`config.mk`:
```
export PLATFORM = sky130hd
export DESIGN_NAME = stream_source
export DESIGN_NICKNAME = d
export VERILOG_FILES = /design/src/rtl/stream_pkg.sv /design/src/rtl/stream_source_mem.sv /design/src/rtl/stream_source.sv
export SDC_FILE = /design/constraint.sdc
export NUM_CORES = 2
export LEC_CHECK = 0
export BUFFER_PORTS_ARGS = -buffer_cell sky130_fd_sc_hd__buf_2
export CORE_UTILIZATION = 35
export DETAILED_ROUTE_END_ITERATION = 10
export GPL_TIMING_DRIVEN = 0
export PLACE_DENSITY = 0.52
export SETUP_SLACK_MARGIN = 0.1
export SYNTH_ARGS = -nofsm -noshare
export SYNTH_HDL_FRONTEND = slang
export SYNTH_SLANG_ARGS = --single-unit
```
`constraint.sdc`:
```
create_clock -name clk -period 8.2 [get_ports clk]
set_input_delay 0.82 -clock clk [delete_from_list [all_inputs] [get_ports clk]]
set_output_delay 0.82 -clock clk [all_outputs]
set_load 0.1 [all_outputs]
```
`src/rtl/stream_pkg.sv`:
```
// -----------------------------------------------------------------------------
// stream_pkg
// Shared types and constants for the stream_source playback block.
//   stream_state_t : playback FSM states (IDLE, RUN, GAP, DONE)
//   REPEAT_W       : width of the frame repeat count and completed-frame counter
//   GAP_W          : width of the inter-beat gap length
// -----------------------------------------------------------------------------
package stream_pkg;

  typedef enum logic [1:0] {
    IDLE = 2'd0,
    RUN  = 2'd1,
    GAP  = 2'd2,
    DONE = 2'd3
  } stream_state_t;

  localparam int REPEAT_W = 16;
  localparam int GAP_W    = 8;

endpackage : stream_pkg

```
`src/rtl/stream_source_mem.sv`:
```
// -----------------------------------------------------------------------------
// stream_source_mem
// Sample storage for stream_source: DEPTH x WIDTH register array with one
// synchronous write port and one asynchronous read port.
// Ports:
//   clk     in  clock
//   wr_en   in  write strobe; data is visible on the read port next cycle
//   wr_addr in  write address
//   wr_data in  write data
//   rd_addr in  read address (the playback pointer)
//   rd_data out combinational read data
// -----------------------------------------------------------------------------
module stream_source_mem #(
  parameter int WIDTH = 32,
  parameter int DEPTH = 128,
  parameter int AW    = $clog2(DEPTH)
) (
  input  logic             clk,
  input  logic             wr_en,
  input  logic [AW-1:0]    wr_addr,
  input  logic [WIDTH-1:0] wr_data,
  input  logic [AW-1:0]    rd_addr,
  output logic [WIDTH-1:0] rd_data
);

  logic [WIDTH-1:0] mem_q [DEPTH];

  // NOTE: storage arrays get no reset; clearing every entry would turn the
  // array into reset-loaded flops and the contents are loaded before use.
  always_ff @(posedge clk) begin
    if (wr_en) begin
      mem_q[wr_addr] <= wr_data;
    end
  end

  assign rd_data = mem_q[rd_addr];

endmodule : stream_source_mem

```
`src/rtl/stream_source.sv`:
```
// -----------------------------------------------------------------------------
// stream_source
// Valid/ready stream source replaying a loadable sample memory as framed
// beats of FRAME_LEN entries, with first-of-frame flag, programmable repeat
// count (0 = forever), optional idle gap after every accepted beat and a done
// indication.
// Optional feature macro: STREAM_SOURCE_LAST_EN adds data_out_lst, high on
// the last beat of a frame while it is presented.
// Ports:
//   clk, reset           clock, synchronous active-high reset
//   wr_en/addr/data      sample memory write port (any state)
//   start                begin playback (honoured in IDLE or DONE only)
//   repeats, gap         frames to play / idle cycles per beat, sampled at start
//   data_out, data_out_fst, data_out_vld, data_out_rdy   output stream
//   frame_cnt            completed frames (saturating)
//   busy, done           RUN-or-GAP / DONE status
//   data_out_lst         last beat of frame (STREAM_SOURCE_LAST_EN only)
// -----------------------------------------------------------------------------
module stream_source
  import stream_pkg::*;
#(
  parameter int WIDTH     = 32,
  parameter int DEPTH     = 128,
  parameter int AW        = $clog2(DEPTH),
  parameter int FRAME_LEN = 108
) (
  input  logic                clk,
  input  logic                reset,
  input  logic                wr_en,
  input  logic [AW-1:0]       wr_addr,
  input  logic [WIDTH-1:0]    wr_data,
  input  logic                start,
  input  logic [REPEAT_W-1:0] repeats,
  input  logic [GAP_W-1:0]    gap,
  output logic [WIDTH-1:0]    data_out,
  output logic                data_out_fst,
  output logic                data_out_vld,
  input  logic                data_out_rdy,
  output logic [REPEAT_W-1:0] frame_cnt,
  output logic                busy,
  output logic                done
`ifdef STREAM_SOURCE_LAST_EN
  ,
  output logic                data_out_lst
`endif
);

  if (FRAME_LEN < 1 || FRAME_LEN > DEPTH) begin : g_bad_frame_len
    $error("stream_source: FRAME_LEN must satisfy 1 <= FRAME_LEN <= DEPTH");
  end

  localparam logic [AW-1:0] LAST_PTR = AW'(FRAME_LEN - 1);

  stream_state_t       state_q, state_d;
  logic [AW-1:0]       ptr_q, ptr_d;
  logic [REPEAT_W-1:0] frame_cnt_q, frame_cnt_d;
  logic [REPEAT_W-1:0] repeats_q, repeats_d;
  logic [GAP_W-1:0]    gap_q, gap_d;
  logic [GAP_W-1:0]    gap_cnt_q, gap_cnt_d;

  logic                at_last;
  logic                last_frame;
  logic [WIDTH-1:0]    rd_data;

  stream_source_mem #(
    .WIDTH (WIDTH),
    .DEPTH (DEPTH),
    .AW    (AW)
  ) u_mem (
    .clk     (clk),
    .wr_en   (wr_en),
    .wr_addr (wr_addr),
    .wr_data (wr_data),
    .rd_addr (ptr_q),
    .rd_data (rd_data)
  );

  // State register and playback registers.
  // NOTE: sequential state uses non-blocking assignments only, so every flop
  // samples the pre-edge values computed by the combinational blocks.
  always_ff @(posedge clk) begin
    if (reset) begin
      state_q     <= IDLE;
      ptr_q       <= '0;
      frame_cnt_q <= '0;
      repeats_q   <= '0;
      gap_q       <= '0;
      gap_cnt_q   <= '0;
    end else begin
      state_q     <= state_d;
      ptr_q       <= ptr_d;
      frame_cnt_q <= frame_cnt_d;
      repeats_q   <= repeats_d;
      gap_q       <= gap_d;
      gap_cnt_q   <= gap_cnt_d;
    end
  end

  assign at_last = (ptr_q == LAST_PTR);
  // Widened compare so a repeat count of 16'hFFFF still terminates.
  assign last_frame = (repeats_q != '0) &&
                      ({1'b0, frame_cnt_q} + 17'd1 == {1'b0, repeats_q});

  // Next-state logic.
  // NOTE: every signal gets a hold default before the case so no path leaves
  // it unassigned, which would otherwise infer a latch.
  always_comb begin
    state_d     = state_q;
    ptr_d       = ptr_q;
    frame_cnt_d = frame_cnt_q;
    repeats_d   = repeats_q;
    gap_d       = gap_q;
    gap_cnt_d   = gap_cnt_q;

    unique case (state_q)
      IDLE, DONE: begin
        if (start) begin
          repeats_d   = repeats;
          gap_d       = gap;
          ptr_d       = '0;
          frame_cnt_d = '0;
          state_d     = RUN;
        end
      end

      RUN: begin
        // vld is constant 1 here, so an accept is simply rdy.
        if (data_out_rdy) begin
          ptr_d = at_last ? '0 : ptr_q + 1'b1;
          if (at_last && frame_cnt_q != '1) begin
            frame_cnt_d = frame_cnt_q + 1'b1;
          end
          if (at_last && last_frame) begin
            state_d = DONE;
          end else if (gap_q != '0) begin
            gap_cnt_d = gap_q;
            state_d   = GAP;
          end
        end
      end

      GAP: begin
        gap_cnt_d = gap_cnt_q - 1'b1;
        if (gap_cnt_q == GAP_W'(1)) begin
          state_d = RUN;
        end
      end

      default: state_d = IDLE;
    endcase
  end

  // Outputs depend on registered state only, never on data_out_rdy.
  always_comb begin
    data_out_vld = (state_q == RUN);
    data_out_fst = data_out_vld && (ptr_q == '0);
    busy         = (state_q == RUN) || (state_q == GAP);
    done         = (state_q == DONE);
    data_out     = rd_data;
`ifdef STREAM_SOURCE_LAST_EN
    data_out_lst = data_out_vld && at_last;
`endif
  end

  assign frame_cnt = frame_cnt_q;

endmodule : stream_source

```
==> impl_metrics.prom <==
# TYPE chip_impl_metric gauge
chip_impl_info{name="ys.flop_type",value="sky130_fd_sc_hd__edfxtp_1"} 1
chip_impl_metric{name="syn_nets",unit=""} 6477
chip_impl_info{name="tritoncts",value="done"} 1
chip_impl_metric{name="fmax",unit="GHz"} 0.140
chip_impl_metric{name="multi_input_gate_area",unit="um^2"} 34200
chip_impl_metric{name="sequential_cell_area",unit="um^2"} 124000
chip_impl_metric{name="grt_start_max_net_pins",unit=""} 97
chip_impl_metric{name="globalRouteTotalUtil",unit="%"} 19.0
chip_impl_metric{name="period_needed",unit="ps"} 7140
chip_impl_metric{name="drive_above_1_share",unit="%"} 33.6
chip_impl_metric{name="finalMaxSlewViolations",unit=""} 0
chip_impl_metric{name="placedInstanceArea",unit="um^2"} 172000
chip_impl_metric{name="dr_total_vias",unit=""} 73600
chip_impl_info{name="grt_setup_unrepaired",value="no"} 1
chip_impl_metric{name="ys_types",unit=""} 50
chip_impl_metric{name="ios",unit=""} 120
chip_impl_metric{name="n_fill_cell",unit=""} 39200
chip_impl_metric{name="floorplan.die_area",unit="um^2"} 457000
chip_impl_info{name="crit_path_start_kind",value="flop"} 1
chip_impl_metric{name="synth-warning-count",unit=""} 0
chip_impl_metric{name="static-leakage-power",unit="nW"} 54.9
chip_impl_metric{name="synth_seq_area_share",unit="%"} 78.2
chip_impl_metric{name="grt_pass1_wl",unit="um"} 605000
chip_impl_metric{name="worst-path-max-fanout",unit=""} 10
chip_impl_info{name="cell_chain_critical_path",value="clkbuf_1 -> buf_2 -> clkbuf_2 -> clkbuf_1 -> mux4_2 -> mux4_2 -> mux4_2 -> mux2_2 -> buf_2"} 1
chip_impl_metric{name="peakVddDrop",unit="mV"} 0.259
chip_impl_metric{name="cts_sink_cnt",unit=""} 4160
chip_impl_metric{name="die_width",unit="um"} 676
chip_impl_metric{name="wl",unit="um"} 440000
chip_impl_metric{name="critPathMaxStageDelay",unit="ps"} 1090
chip_impl_metric{name="core_ar",unit="um^2"} 452000
chip_impl_metric{name="cts-htree-levels",unit=""} 5
chip_impl_metric{name="cts_made_buffers",unit=""} 436
chip_impl_metric{name="crit_arrival",unit="ps"} 6320
chip_impl_metric{name="period_share",unit="%"} 87.0
chip_impl_metric{name="layout_setup_ws",unit="ps"} 1060
chip_impl_metric{name="finish.utilization",unit="%"} 41.2
chip_impl_metric{name="syn_avg_cell_area",unit="um^2"} 24.8
chip_impl_metric{name="first_pass_iteration_count_of_the_detailed_router",unit=""} 6
chip_impl_metric{name="max-slew-margin-rel",unit="%"} 3.43
chip_impl_metric{name="grt_overflow_total",unit=""} 0
chip_impl_info{name="crit_path_top_delay_cell",value="sky130_fd_sc_hd__clkbuf_1"} 1
chip_impl_metric{name="hold_buffers",unit=""} 0
chip_impl_metric{name="hpwlAfterDp",unit="um"} 304000
chip_impl_metric{name="worst_skew_pair.late_latency",unit="ps"} 990
chip_impl_info{name="worstHoldPathType",value="in -> reg"} 1
chip_impl_metric{name="number_of_setup_buffers_added_after_cts",unit=""} 0
chip_impl_metric{name="grt_pass1_vias",unit=""} 74900
chip_impl_info{name="status",value="finished clean"} 1
chip_impl_metric{name="wl_per_cell",unit="um"} 32.3
chip_impl_metric{name="max_slew.worst_pin.slew",unit="ps"} 1450
chip_impl_metric{name="number_of_enable_type_register_cells_in_the_synthesized_netlist",unit=""} 4096
chip_impl_metric{name="drcViolationCount",unit=""} 0
chip_impl_metric{name="power-per-cell-area",unit="nW/um^2"} 262
chip_impl_info{name="end_kind",value="output pin"} 1
chip_impl_metric{name="floorplan.initialDensity",unit="%"} 35.1
chip_impl_metric{name="postRouteAntennaNets",unit=""} 0
chip_impl_metric{name="clock_skew",unit="ps"} 40.8
chip_impl_metric{name="hold_viol_final",unit=""} 0
chip_impl_metric{name="site_rows",unit=""} 247
chip_impl_metric{name="synth_cells",unit=""} 6401
chip_impl_info{name="worstSetupPathType",value="reg -> out"} 1
chip_impl_metric{name="port_buffers",unit=""} 115
chip_impl_info{name="root_buffer",value="sky130_fd_sc_hd__clkbuf_16"} 1
chip_impl_metric{name="gp_congestion",unit=""} 0.876
chip_impl_metric{name="pre_cts_ws",unit="ps"} 2150
chip_impl_metric{name="critPathBufInv",unit=""} 5
chip_impl_metric{name="detail_routed_via_count_per_cell",unit=""} 5.40
chip_impl_info{name="critPathMostFrequentCell",value="sky130_fd_sc_hd__mux4_2"} 1
chip_impl_info{name="worst_path_dominant_cell_family",value="buffers and inverters"} 1
chip_impl_metric{name="clk_path_buf_depth",unit=""} 4
chip_impl_metric{name="grt_antenna_before_repair",unit=""} 83
chip_impl_metric{name="die_height",unit="um"} 676
chip_impl_metric{name="cts.clk_slew.worst_paths",unit="ps"} 60
chip_impl_metric{name="finalInstanceArea",unit="um^2"} 186000
chip_impl_metric{name="detailedRoute.firstIterationViolations",unit=""} 9054
chip_impl_metric{name="final_net_count",unit=""} 7225
chip_impl_metric{name="syn-cell-area",unit="um^2"} 159000
chip_impl_metric{name="postSynthRegisterBits",unit=""} 4160
chip_impl_metric{name="cts_repair_resize_count",unit=""} 0
chip_impl_metric{name="area.growth.synth_to_final",unit="%"} 17.3
chip_impl_metric{name="synth_async_sr_flop_share",unit="%"} 0
chip_impl_metric{name="max_cap_viol_count",unit=""} 0
chip_impl_metric{name="report.final.setup_viol",unit=""} 0
chip_impl_metric{name="critPathRequiredTime",unit="ps"} 7380
==> state kept, by name, indices dropped and copies added, names as in the netlist, named ones only <==
name and count:
ptr_q 7, gap_cnt_q 8, gap_q 8, repeats_q 16, state_q 2, frame_cnt 16, u_mem.mem_q 4096
==> layout make-up <==
type / instances / area share [%]
diodes: 131 / 0.176
clock inverters: 231 / 1.11
well taps: 5976 / 4.01
plain buffers: 339 / 0.768
multi-input cells: 1889 / 18.3
repair buffers: 310 / 2.58
clock buffers: 572 / 6.32
inverters: 13 / 0.0262
flip-flops and latches: 4160 / 66.7
==> per-stage QoR <==
stage | hold slack (ps) | std cells | power [mW] | setup TNS (ps)
final | 80.6 | 13600 | 48.8 | 0
after CTS | 5.57 | 13500 | 49.2 | 0
after global placement | 479 | 12500 | 29.9 | -81200
after floorplan | 449 | 6401 | 27.7 | 0
after detailed placement | 474 | 12700 | 30.0 | 0
after global routing | 54.3 | 13600 | 50.2 | 0
==> worst paths after layout <==
check	end	from	slack [ps]	cells past startpoint
setup / recovery	data_out[0]	flop	1060	9
hold / removal	gap_q[2]$_SDFFE_PP0P_	gap[2]	80	3
setup reg to reg	state_q[1]$_SDFFE_PP0P_	frame_cnt[0]$_SDFFE_PP0P_	4870	10
hold reg to reg	gap_cnt_q[6]$_SDFFE_PP0P_	gap_cnt_q[6]$_SDFFE_PP0P_	480	2
==> synth_stat cells, drive strengths merged, types with 3 or more instances <==
library cell	n	area (um^2)
ha	8	100
nor2	159	597
edfxtp	4096	123000
a21o	5	37.5
nor3	20	100
nand2b	4	25.0
or4	4	30.0
mux2	32	360
nor4	14	87.6
clkbuf	204	766
inv	13	48.8
xnor2	18	158
nand4b	3	26.3
xor2	8	70.1
or3	5	31.3
mux4	1344	30300
dfxtp	64	1280
buf	135	624
a21oi	58	290
o32ai	3	26.3
o21ai	14	73.8
and4	4	35.0
and3	6	37.5
a31oi	3	18.8
nand2	108	405
nor2b	9	56.3
nand4	10	75.1
nand3	26	130
==> cell families after synthesis <==
group | Yosys count | synth area share, %
flops | 4160 | 78.2
mux | 1377 | 19.3
simple gates | 380 | 1.07
buf+inv | 352 | 0.905
compound gates | 98 | 0.357
xor+xnor | 26 | 0.143
fa+ha+maj | 8 | 0.0630
==> cell usage in the layout (no fill, tap or decap), drive strengths merged, types with 3 or more instances in the layout <==
cell type  instances
clkbuf           777
diode            131
bufinv            34
mux4            1344
nand2            108
inv               24
a31oi              3
nor4              14
or3                5
nand4b             3
ha                 8
and4               4
a21oi             58
and3               6
nand2b             4
nand4             10
clkinv           175
a21o               5
or4                4
o21ai             14
xor2               8
nand3             26
o32ai              3
clkinvlp          11
mux2              32
edfxtp          4096
xnor2             18
nor2             159
nor2b              9
dfxtp             64
buf              444
nor3              20
==> where the power goes <==
part | total [mW] | internal [mW] | switching [mW]
Clock | 19.3 | 11.1 | 8.15
Combinational | 5.99 | 2.44 | 3.55
Sequential | 23.5 | 23.5 | 0.0619
==> worst reg2reg max path, stage by stage, from the launching register on <==
cell and delay [ps]:
sky130_fd_sc_hd__dfxtp_1 530, sky130_fd_sc_hd__ha_1 360, sky130_fd_sc_hd__nand3_1 330, sky130_fd_sc_hd__nor4_1 650
sky130_fd_sc_hd__o21ai_0 180, sky130_fd_sc_hd__nand3_1 170, sky130_fd_sc_hd__nand2_1 70, sky130_fd_sc_hd__or4_1 600
sky130_fd_sc_hd__nand3_1 120, sky130_fd_sc_hd__a21oi_1 60, sky130_fd_sc_hd__a211oi_1 210
==> per-layer routing <==
| layer | vias to the layer above | track usage [%] | routed length (um) |
|---|---|---|---|
| li1 | 29600 | - | - |
| met2 | 2691 | 30.6 | 210000 |
| met4 | 16 | 5.32 | 13000 |
| met5 | - | 0 | 103 |
| met3 | 546 | 4.16 | 35200 |
| met1 | 40700 | 26.3 | 181000 |
(Power assumes the default switching activity.)
